## src/rtl/display_latch_bank.sv

```systemverilog
// Multi-channel display latch: live bank written over a shared bus, shadow bank
// refreshed at frame wrap, scanned out one channel per SCAN_DIV clock slot.
module display_latch_bank #(
  parameter int WIDTH    = 12,
  parameter int CHANNELS = 4,
  parameter int CH_W     = 2,
  parameter int SCAN_DIV = 1000
) (
  input  logic                CLK,
  input  logic                RST,
  input  logic                ENA_N,
  input  logic [CH_W-1:0]     WR_SEL,
  input  logic [WIDTH-1:0]    INPUT,
  input  logic                FREEZE,
  input  logic                SCAN_EN,
  output logic [CH_W-1:0]     SCAN_IDX,
  output logic [CHANNELS-1:0] SCAN_SEL,
  output logic [WIDTH-1:0]    SCAN_DATA,
  output logic                FRAME,
  output logic                WR_ERR
);

  localparam int                  DIV_W    = (SCAN_DIV > 1) ? $clog2(SCAN_DIV) : 1;
  localparam logic [DIV_W-1:0]    DIV_LAST = DIV_W'(SCAN_DIV - 1);
  localparam logic [CH_W-1:0]     IDX_LAST = CH_W'(CHANNELS - 1);
  // One extra bit so the range check stays meaningful when CHANNELS == 2**CH_W.
  localparam logic [CH_W:0]       CH_LIMIT = (CH_W + 1)'(CHANNELS);
  localparam logic [CHANNELS-1:0] SEL_RST  = CHANNELS'(1);

  logic [WIDTH-1:0]    live   [CHANNELS];
  logic [WIDTH-1:0]    shadow [CHANNELS];
  logic [DIV_W-1:0]    div_cnt;
  logic [CH_W-1:0]     idx;
  logic [CH_W-1:0]     idx_next;
  logic [CHANNELS-1:0] sel;
  logic [CHANNELS-1:0] sel_next;
  logic                frame;
  logic                wr_err;
  logic                tick;
  logic                wrap;
  logic                sel_in_range;
  logic                wr_hit;
  logic                wr_bad;
  logic [WIDTH-1:0]    data_mux;

  always_comb begin
    tick         = SCAN_EN && (div_cnt == DIV_LAST);
    wrap         = tick && (idx == IDX_LAST);
    sel_in_range = ({1'b0, WR_SEL} < CH_LIMIT);
    wr_hit       = !ENA_N && sel_in_range;
    wr_bad       = !ENA_N && !sel_in_range;
    idx_next     = wrap ? '0 : idx + 1'b1;
  end

  // SCAN_SEL is registered from the decoded next index so the digit select never glitches.
  always_comb begin
    sel_next = '0;
    for (int i = 0; i < CHANNELS; i++) begin
      if (idx_next == CH_W'(i)) sel_next[i] = 1'b1;
    end
  end

  always_comb begin
    data_mux = '0;
    for (int i = 0; i < CHANNELS; i++) begin
      if (idx == CH_W'(i)) data_mux = shadow[i];
    end
  end

  always_ff @(posedge CLK) begin
    if (RST) begin
      div_cnt <= '0;
      idx     <= '0;
      sel     <= SEL_RST;
      frame   <= 1'b0;
    end else begin
      if (SCAN_EN) div_cnt <= tick ? '0 : div_cnt + 1'b1;
      if (tick) begin
        idx <= idx_next;
        sel <= sel_next;
      end
      frame <= wrap;
    end
  end

  always_ff @(posedge CLK) begin
    if (RST) begin
      wr_err <= 1'b0;
    end else if (wr_bad) begin
      wr_err <= 1'b1;
    end
  end

  always_ff @(posedge CLK) begin
    if (RST) begin
      for (int i = 0; i < CHANNELS; i++) live[i] <= '0;
    end else begin
      for (int i = 0; i < CHANNELS; i++) begin
        if (wr_hit && (WR_SEL == CH_W'(i))) live[i] <= INPUT;
      end
    end
  end

  // Shadow takes pre-edge live values, so a write on the wrap edge shows one frame later.
  always_ff @(posedge CLK) begin
    if (RST) begin
      for (int i = 0; i < CHANNELS; i++) shadow[i] <= '0;
    end else if (wrap && !FREEZE) begin
      for (int i = 0; i < CHANNELS; i++) shadow[i] <= live[i];
    end
  end

  assign SCAN_IDX  = idx;
  assign SCAN_SEL  = sel;
  assign SCAN_DATA = data_mux;
  assign FRAME     = frame;
  assign WR_ERR    = wr_err;

endmodule

```

## config.mk

```make
export PLATFORM = sky130hd
export DESIGN_NAME = display_latch_bank
export DESIGN_NICKNAME = d
export VERILOG_FILES = /design/src/rtl/display_latch_bank.sv
export SDC_FILE = /design/constraint.sdc
export NUM_CORES = 1
export LEC_CHECK = 0
export CORE_MARGIN = 3
export CORE_UTILIZATION = 50
export CTS_BUF_LIST = sky130_fd_sc_hd__clkbuf_8
export CTS_CLUSTER_DIAMETER = 80
export DETAILED_ROUTE_END_ITERATION = 8
export DONT_BUFFER_PORTS = 1
export PLACE_DENSITY = 0.77
export SLEW_MARGIN = 30
export SYNTH_ARGS = -nofsm -noshare
export SYNTH_HDL_FRONTEND = slang
export SYNTH_SLANG_ARGS = --single-unit
```

## constraint.sdc

```tcl
create_clock -name CLK -period 4.9 [get_ports CLK]
set_input_delay 0.98 -clock CLK [delete_from_list [all_inputs] [get_ports CLK]]
set_output_delay 0.98 -clock CLK [all_outputs]
set_load 0.01 [all_outputs]
```

Yosys cells after proc, flatten, opt, wreduce, memory -nomap -nowiden
Memory sizes are Yosys's and may differ from the RTL's.
Cells that the tools add are included.
{ "classes": {"div_mod_pow": 0, "n_shift": 0, "reduce_logical": 12, "bitwise_logic": 8, "n_lt_le_gt_ge": 0, "n_eq_ne": 10, "n_mux": 35, "addsub": 2, "n_mul": 0} }
{ "op_table": {"columns": ["operator", "count"], "rows": [
  ["12-bit two-way mux", 12],
  ["1-bit two-way mux", 21],
  ["2-bit equality test (second input constant)", 6],
  ["10-bit by 1-bit adder with 10-bit output (second input constant)", 1],
  ["10-bit equality test (second input constant)", 1],
  ["10-bit two-way mux", 1],
  ["1-bit bitwise OR", 8],
  ["1-bit logical AND", 7],
  ["2-bit by 1-bit equality test with 1-bit output (second input constant)", 3],
  ["2-bit zero test", 3],
  ["2-bit by 1-bit adder with 2-bit output (second input constant)", 1],
  ["1-bit zero test", 2],
  ["2-bit two-way mux", 1]
]} }
{ "totals": {"input_bits": 19, "register_bits": 17, "ram_bits": 96, "rom_bits": 0, "latch_bits": 0, "memories": 2, "word_cells": 73} }
{ "mem_list": {"columns": ["memory", "depth", "width", "rd", "rd_ports_with_merged_regs", "write_ports", "line_no", "source"], "rows": [
  ["live", 4, 12, 4, 0, 4, "30", "logic [WIDTH-1:0] live [CHANNELS];"],
  ["shadow", 4, 12, 4, 0, 4, "31", "logic [WIDTH-1:0] shadow [CHANNELS];"]
]} }

Logic depth before layout (Yosys ltp)
Gate-level depths: netlist of run 1.
{ "logic_depth": {"word_depth": 8, "mapped_depth": 7} }

Worst setup path after synthesis of run 1
Ideal clock, no wire load.
{ "synth_timing": {"path_type": "input to register", "from": "in SCAN_EN", "to": "mem shadow[0][0], enable pin", "setup_slack_ns": 0.600, "n_path_buf": 2, "setup_ns": 0.464, "required_time_ns": 4.436, "stages": 5, "t_arrival_ns": 3.836, "path_cell_list": "and2_1 -> buf_2 -> nand4_4 -> buf_2 -> o21bai_1"} }
{ "synth_rtl": {"columns": ["item", "line_no", "source"], "rows": [
  ["start, declared", "15", "input logic SCAN_EN,"],
  ["end, declared", "31", null]
]} }

Worst setup path in the final report of run 1
{ "layout_timing": {"from": "reg idx[1] (netlist: SCAN_IDX[1])", "to": "out SCAN_DATA[8]"} }
{ "layout_via": {"elab_chain_len": 5, "elab_cells_between_ends": 8, "classes_between": "eq/ne (3); mux (4); reduce/logical (1)"} }
{ "layout_lines": {"columns": ["item", "line_no", "source"], "rows": [
  ["start, declared", "33", "logic [CH_W-1:0] idx;"],
  ["start signal, assigned", "79", "idx <= idx_next;"],
  ["2-bit zero test", "66", "if (idx == CH_W'(i)) data_mux = shadow[i];"],
  ["12-bit two-way mux (3 in a row)", "66", null],
  ["12-bit two-way mux (*)", "66", null],
  ["end, declared", "18", "output logic [WIDTH-1:0] SCAN_DATA,"]
]} }
Every way passes the cells marked *; elsewhere a longest branch is shown, timed or not.

==> results.txt, run 1 <==
clock latency on the worst-skew pair: 420 ps
Power per Cell Area: 397 mW/mm2
Setup WS pre-CTS: 1880 ps
final core occ: 0.582
largest net degree at the start of global routing: 49
Area Growth Syn to Fin: 11.6%
Synth Instances: 387
YS warnings: 0
Buffers & Inverters on Critical Path: 1
Setup TNS Final: 0 ps
critical path type: flip-flop to output port
Critical Path Most Common Cell: a21oi_1
RSZ-0062 raised after global routing: false
min Tclk post-route: 3470 ps
Die W: 105 um
Worst Path Max Fanout: 25
Initial Utilization: 0.521
GRT busiest layer: met2
vias in the first global route: 2,692
Synth Net Count: 412
status: finished clean
CTS Hold Bufs: 0
number of remaining DRC errors: 0
clk root buf: clkbuf_8
CTS tree: built
Detailed Place HPWL: 5400 um
# nets final: 411
Crit path max-delay family: compound AO/OA/AOI/OAI gates
critical path required time: 3920 ps
FMAX: 0.288 GHz
# Max-Cap Violations: 0
share of cells above drive strength 1: 0.103
H-tree depth: 4
CP Capture Type: output port
Die ar.: 0.0109 mm2
ANT cells: 0
Max Root-Sink Buffers: 2
Ports: 39
Core ar.: 0.00933 mm2
DR vias: 2,722
All-Layer GR Usage: 0.166
Synth cell types: 34
Via density: 5.16
GP Congestion: 0.757
clock-pin slew on the worst setup and hold paths: 70 ps
Slew headroom: 0.344
CTS Sinks: 113
first-pass GRT wire length: 13,800 um
TritonRoute pass-1 iters: 4
M2 GR Usage: 0.263
most frequent cells in the layout: and2_1, edfxtp_1, a21oi_1
Worst Tran Pin Value: 984 ps
Initial DRC Count: 180
Tcrit/Tclk final: 0.708
Max Slew Vio Count: 0
Inserted Clock Buffers: 17
crit path setup slack, layout: 1430 ps
CP startpoint kind: flip-flop
antenna violations before repair: 0
Finish-stage setup viols: 0
Leakage Power: 1.96 nW
aggregate routed wire length: 8490 um
Post-Synthesis Cell Area: 0.00486 mm2
Critical Path Max Stage Delay: 700 ps
synthesized area per cell: 12.6 um2
register area share after synthesis: 0.663
Data arrival, critical path: 2490 ps
total gr overflow: 0
input/output buffers: 0
WL/cell: 16.1 um
Min-Delay Path Class: flip-flop to flip-flop
PostCTS Resize Cnt: 0
M1 GR Usage: 0.199
commonest non-fill, non-tap cell in the layout: and2_1
worst path cell trace: inv_1, ha_1, nand2_1, a21oi_1, a21oi_1, o21ai_0
row cnt: 35
DRT antenna net count: 0
Hold Violations, Final: 0
CP max stage cell: ha_1
skew final: 12.2 ps
maximum VDD drop: 0.000206 V
Die Span Y: 105 um
met3 track demand over resource: 0.0673
synthesized flop and latch total: 113
# Post-CTS Setup Buffers: 0
tightest hold or removal path, stage by stage (launching register included):
cell	delay, ps
dfxtp_1	340
nand2_1	60
a31oi_1	70
per-stage QoR:
stage | hold slack [ps] | instance area (um2) | std cells | total power, W
after floorplan | 477 | 4860 | 387 | 0.00117
final | 506 | 5430 | 528 | 0.00216
after global placement | 489 | 4930 | 495 | 0.00118
after global routing | 532 | 5430 | 528 | 0.00223
after CTS | 507 | 5430 | 528 | 0.00217
after detailed placement | 498 | 4960 | 496 | 0.00118
sequential cells by signal (all words and copies together), names as in the netlist:
signal,cells
live,48
shadow,48
div_cnt,10
SCAN_SEL,4
SCAN_IDX,2
FRAME,1
cell type report:
class,instances,area (um2)
Timing Repair Buffer,4,37.5
Inverter,3,11.3
Tap cell,129,161
Multi-Input combinational cell,247,1530
Clock inverter,12,188
Clock buffer,20,275
Sequential cell,113,3220
Fill cell,719,3900
cell usage after synthesis:
cell      number  area (um2)
and2_1        97         607
clkbuf_2       2        10.0
a21oi_1       31         155
nand3_1        8        40.0
buf_6          3        33.8
nor3_1         7        35.0
a21o_1         2        15.0
dfxtp_1       17         340
a31oi_1        1        6.26
nor2_1        10        37.5
buf_4          1        7.51
nand3b_1      13        97.6
nand4b_1       1        8.76
buf_2          2        10.0
edfxtp_1      96        2880
nor4_1         1        6.26
ha_1           6        75.1
o21ai_0       13        65.1
o21bai_1       3        22.5
xor2_1         5        43.8
nor3b_1        1        7.51
nand4_4        1        21.3
nand2b_1       5        31.3
conb_1         1        3.75
and4_1         2        17.5
nand2_1       29         109
mux2i_1        4        40.0
a22oi_1        1        7.51
or3_1          2        12.5
clkbuf_1      16        60.1
and3_1         1        6.26
inv_1          3        11.3
and4bb_4       1        16.3
nor3_4         1        16.3
kinds of logic (layout without fill, tap and decap cells):
logic type | count (synthesis) | in the layout | share of synthesized area
compound gates | 51 | 51 | 0.0559
xor+xnor | 5 | 5 | 0.00901
fa+ha+maj | 6 | 6 | 0.0154
buf+inv | 27 | 39 | 0.0273
flops | 113 | 113 | 0.663
mux | 4 | 4 | 0.00824
other cells | 1 | 1 | 0.000772
simple gates | 180 | 180 | 0.220
power breakdown:
group,switching [W],leakage [nW],internal (W)
Combinational,0.0000368,0.648,0.0000163
Clock,0.000353,0.245,0.000641
Sequential,0.0000142,1.07,0.00109
routing by layer:
metal  vias up  wire length, um
met4         0               68
met3         6              589
met5         -                0
met1      1304             3570
li1       1349                -
met2        63             4270
final timing paths:
kind                                                   end  slack (ps)                     start  cells after the start
worst max-delay path                          SCAN_DATA[8]        1430  SCAN_IDX[1]$_SDFFE_PP0N_                      6
worst min-delay path               div_cnt[9]$_SDFFE_PP0P_         510   div_cnt[9]$_SDFFE_PP0P_                      2
worst max register to register  shadow[0][5]$_SDFFCE_PN0P_        2220  SCAN_IDX[0]$_SDFFE_PP0N_                      5
worst min register to register     div_cnt[9]$_SDFFE_PP0P_         510   div_cnt[9]$_SDFFE_PP0P_                      2
Power figures use the tool's default switching activity.
==> run 2, diff against run 1 <==
--- a/config.mk
+++ b/config.mk
@@ -11,7 +11,7 @@
 export CTS_CLUSTER_DIAMETER = 80
 export DETAILED_ROUTE_END_ITERATION = 8
 export DONT_BUFFER_PORTS = 1
-export PLACE_DENSITY = 0.77
+export PLACE_DENSITY = 0.8
 export SLEW_MARGIN = 30
 export SYNTH_ARGS = -nofsm -noshare
 export SYNTH_HDL_FRONTEND = slang
==> constraint.sdc (replaced) <==
create_clock -name CLK -period 2.9 [get_ports CLK]
set_input_delay 0.58 -clock CLK [delete_from_list [all_inputs] [get_ports CLK]]
set_output_delay 0.58 -clock CLK [all_outputs]
set_load 0.01 [all_outputs]
==> run 2 against run 1 <==
Effect of this change: worst setup slack lost 1300 ps; core utilization shrank 0.51 points; sequential share of layout area grew 0.53 points; worst hold slack lost 270 ps; via count grew 3.4%; clock-buffer cell count shrank 3; clock skew shrank 0.83 ps; die area is the same; routed wire length grew 2.2%; sequential power grew 69%; power grew 56%; register-to-register slack lost 1800 ps; critical path type unchanged; largest power group unchanged; highest routed layer unchanged.
==> results.txt, run 2 (synthesis results as in run 1) <==
clock-pin slew on the worst setup and hold paths: 70 ps (about the same)
Core ar.: 0.00933 mm2 (unchanged)
Die Span Y: 105 um (unchanged)
Ports: 39 (unchanged)
FMAX: 0.361 GHz
input/output buffers: 0 (unchanged)
Initial DRC Count: 277 (was 180)
Area Growth Syn to Fin: 10.7% (was 11.6%)
CTS Sinks: 113 (unchanged)
Worst Tran Pin Value: 789 ps (was 984 ps)
CP Capture Type: output port (unchanged)
clock latency on the worst-skew pair: 410 ps (was 420 ps)
Setup TNS Final: 0 ps (unchanged)
TritonRoute pass-1 iters: 6 (was 4)
Detailed Place HPWL: 5840 um (was 5400 um)
CTS Hold Bufs: 0 (unchanged)
commonest non-fill, non-tap cell in the layout: and2_1 (unchanged)
Worst Hold End: div_cnt[4]$_SDFFE_PP0P_ (was div_cnt[9]$_SDFFE_PP0P_)
Sw Ratio: 0.196 (was 0.187)
Power per Cell Area: 626 mW/mm2 (was 397 mW/mm2)
Initial Utilization: 0.521 (unchanged)
Die ar.: 0.0109 mm2 (unchanged)
H-tree depth: 4 (unchanged)
Via density: 5.29 (was 5.16)
P_sw: 0.000661 W (was 0.000404 W)
antenna violations before repair: 0 (unchanged)
Largest regs: live x48, shadow x48, div_cnt x10 (unchanged)
Hold Violations, Final: 0 (unchanged)
Clk pwr share: 0.416 (was 0.461)
Inserted Clock Buffers: 17 (unchanged)
hold path depth: 1 (was 2)
Min-Delay Path Class: input port to flip-flop (was flip-flop to flip-flop)
crit path setup slack, layout: 127 ps (was 1430 ps)
Max Root-Sink Buffers: 2 (unchanged)
Slew headroom: 0.474 (was 0.344)
RR Startpoint: SCAN_IDX[0]$_SDFFE_PP0N_ (unchanged)
Max Slew Vio Count: 0 (unchanged)
ANT cells: 0 (unchanged)
final core occ: 0.577 (was 0.582)
clk root buf: clkbuf_8 (unchanged)
# Post-CTS Setup Buffers: 0 (unchanged)
FF-to-FF End: shadow[1][1]$_SDFFCE_PN0P_ (was shadow[0][5]$_SDFFCE_PN0P_)
number of remaining DRC errors: 0 (unchanged)
skew final: 11.4 ps (was 12.2 ps)
reg-to-reg setup timing slack: 460 ps (was 2220 ps)
critical path type: flip-flop to output port (unchanged)
critical path required time: 2320 ps (was 3920 ps)
combinational share of power: 0.027 (was 0.025)
internal power: 0.00270 W (was 0.00175 W)
Die W: 105 um (unchanged)
Worst Path Max Fanout: 25 (unchanged)
register share of total power: 0.557 (was 0.514)
# nets final: 416 (was 411)
RSZ-0062 raised after global routing: false (unchanged)
DRT antenna net count: 0 (unchanged)
first-pass GRT wire length: 14,200 um (was 13,800 um)
GP Congestion: 0.789 (was 0.757)
Setup WS pre-CTS: 390 ps (was 1880 ps)
most frequent cells in the layout: and2_1, edfxtp_1, a21oi_1 (unchanged)
WL/cell: 16.3 um (was 16.1 um)
aggregate routed wire length: 8680 um (was 8490 um)
All-Layer GR Usage: 0.168 (was 0.166)
largest net degree at the start of global routing: 49 (unchanged)
CTS tree: built (unchanged)
Hold Startpoint: RST (was div_cnt[9]$_SDFFE_PP0P_)
maximum VDD drop: 0.000233 V (was 0.000206 V)
total gr overflow: 0 (unchanged)
row cnt: 35 (unchanged)
Finish-stage setup viols: 0 (unchanged)
vias in the first global route: 2,725 (was 2,692)
DR vias: 2,814 (was 2,722)
Tcrit/Tclk final: 0.956
design area: 0.00538 mm2 (was 0.00543 mm2)
min Tclk post-route: 2770 ps
status: finished clean (unchanged)
Leakage Power: 1.92 nW (was 1.96 nW)
Data arrival, critical path: 2190 ps (was 2490 ps)
final std cells w/o fill: 532 (was 528)
Reg2Reg Depth: 5 (unchanged)
placed cell areas: 0.00499 mm2 (was 0.00496 mm2)
share of cells above drive strength 1: 0.104 (was 0.103)
Inst Count DP: 501 (was 496)
# Max-Cap Violations: 0 (unchanged)
CP startpoint kind: flip-flop (unchanged)
fill cell count: 701 (was 719)
-- run 2: cell types whose count changed in the layout (fill, tap and decap cells not counted), sizes merged --
cell | previous run | this run
buf | 4 | 9
bufinv | 5 | 3
clkbuf | 20 | 17
clkinv | 4 | 8
clkinvlp | 0 | 3
inv | 6 | 3
-- run 2: worst max path at each step --
| stage | endpoint | start |
|---|---|---|
| 2_1_floorplan | shadow[0][0]$_SDFFCE_PN0P_ | div_cnt[0]$_SDFFE_PP0P_ |
| 3_3_place_gp | SCAN_DATA[11] | SCAN_IDX[1]$_SDFFE_PP0N_ |
| 3_5_place_dp | SCAN_DATA[11] | SCAN_IDX[1]$_SDFFE_PP0N_ |
| 4_1_cts | SCAN_DATA[9] | SCAN_IDX[0]$_SDFFE_PP0N_ |
| 5_1_grt | SCAN_DATA[2] | SCAN_IDX[1]$_SDFFE_PP0N_ |
| 6_report | SCAN_DATA[9] | SCAN_IDX[1]$_SDFFE_PP0N_ |
-- run 2: through the flow --
stage / total power (W) / hold slack (ps)
CTS: 0.00338 / 209
floorplan: 0.00197 / 477
finish: 0.00337 / 235
detailed placement: 0.00200 / 505
global placement: 0.00199 / 486
global route: 0.00348 / 200
-- run 2: layout make-up --
| cell class | instances | area [um2] | area share |
|---|---|---|---|
| repair buffers | 9 | 80.1 | 0.0149 |
| well taps | 129 | 161 | 0.0300 |
| clock inverters | 14 | 148 | 0.0275 |
| flip-flops and latches | 113 | 3220 | 0.599 |
| clock buffers | 17 | 234 | 0.0435 |
| inverters | 3 | 11.3 | 0.00209 |
| multi-input cells | 247 | 1520 | 0.283 |
-- run 2: critical path, stage by stage, from the launching register on --
cell	delay, ps
dfxtp_1	460
inv_1	130
ha_2	330
nand3b_1	210
a21oi_1	210
a21oi_1	70
o21ai_0	360
-- run 2: timing repair --
action                                  4_1_cts  5_1_grt
resized for setup                             1        6
endpoints found under the setup margin       11       12
hold endpoints to repair                      0        0
-- run 2: power groups by stage --
stage | registers [W] | logic [W] | clock network [W]
6_report | 0.00188 | 0.0000909 | 0.00140
4_1_cts | 0.00188 | 0.0000912 | 0.00142
2_1_floorplan | 0.00190 | 0.0000710 | 0
5_1_grt | 0.00188 | 0.000101 | 0.00150
3_3_place_gp | 0.00191 | 0.0000870 | 0
3_5_place_dp | 0.00191 | 0.0000906 | 0
-- run 2: layer usage --
| metal | vias up | GRT usage | part of all wire |
|---|---|---|---|
| met3 | 11 | 0.0624 | 0.072 |
| met4 | 0 | 0.0712 | 0.017 |
| met5 | - | 0 | 0 |
| met2 | 94 | 0.261 | 0.48 |
| li1 | 1358 | - | - |
| met1 | 1351 | 0.213 | 0.43 |
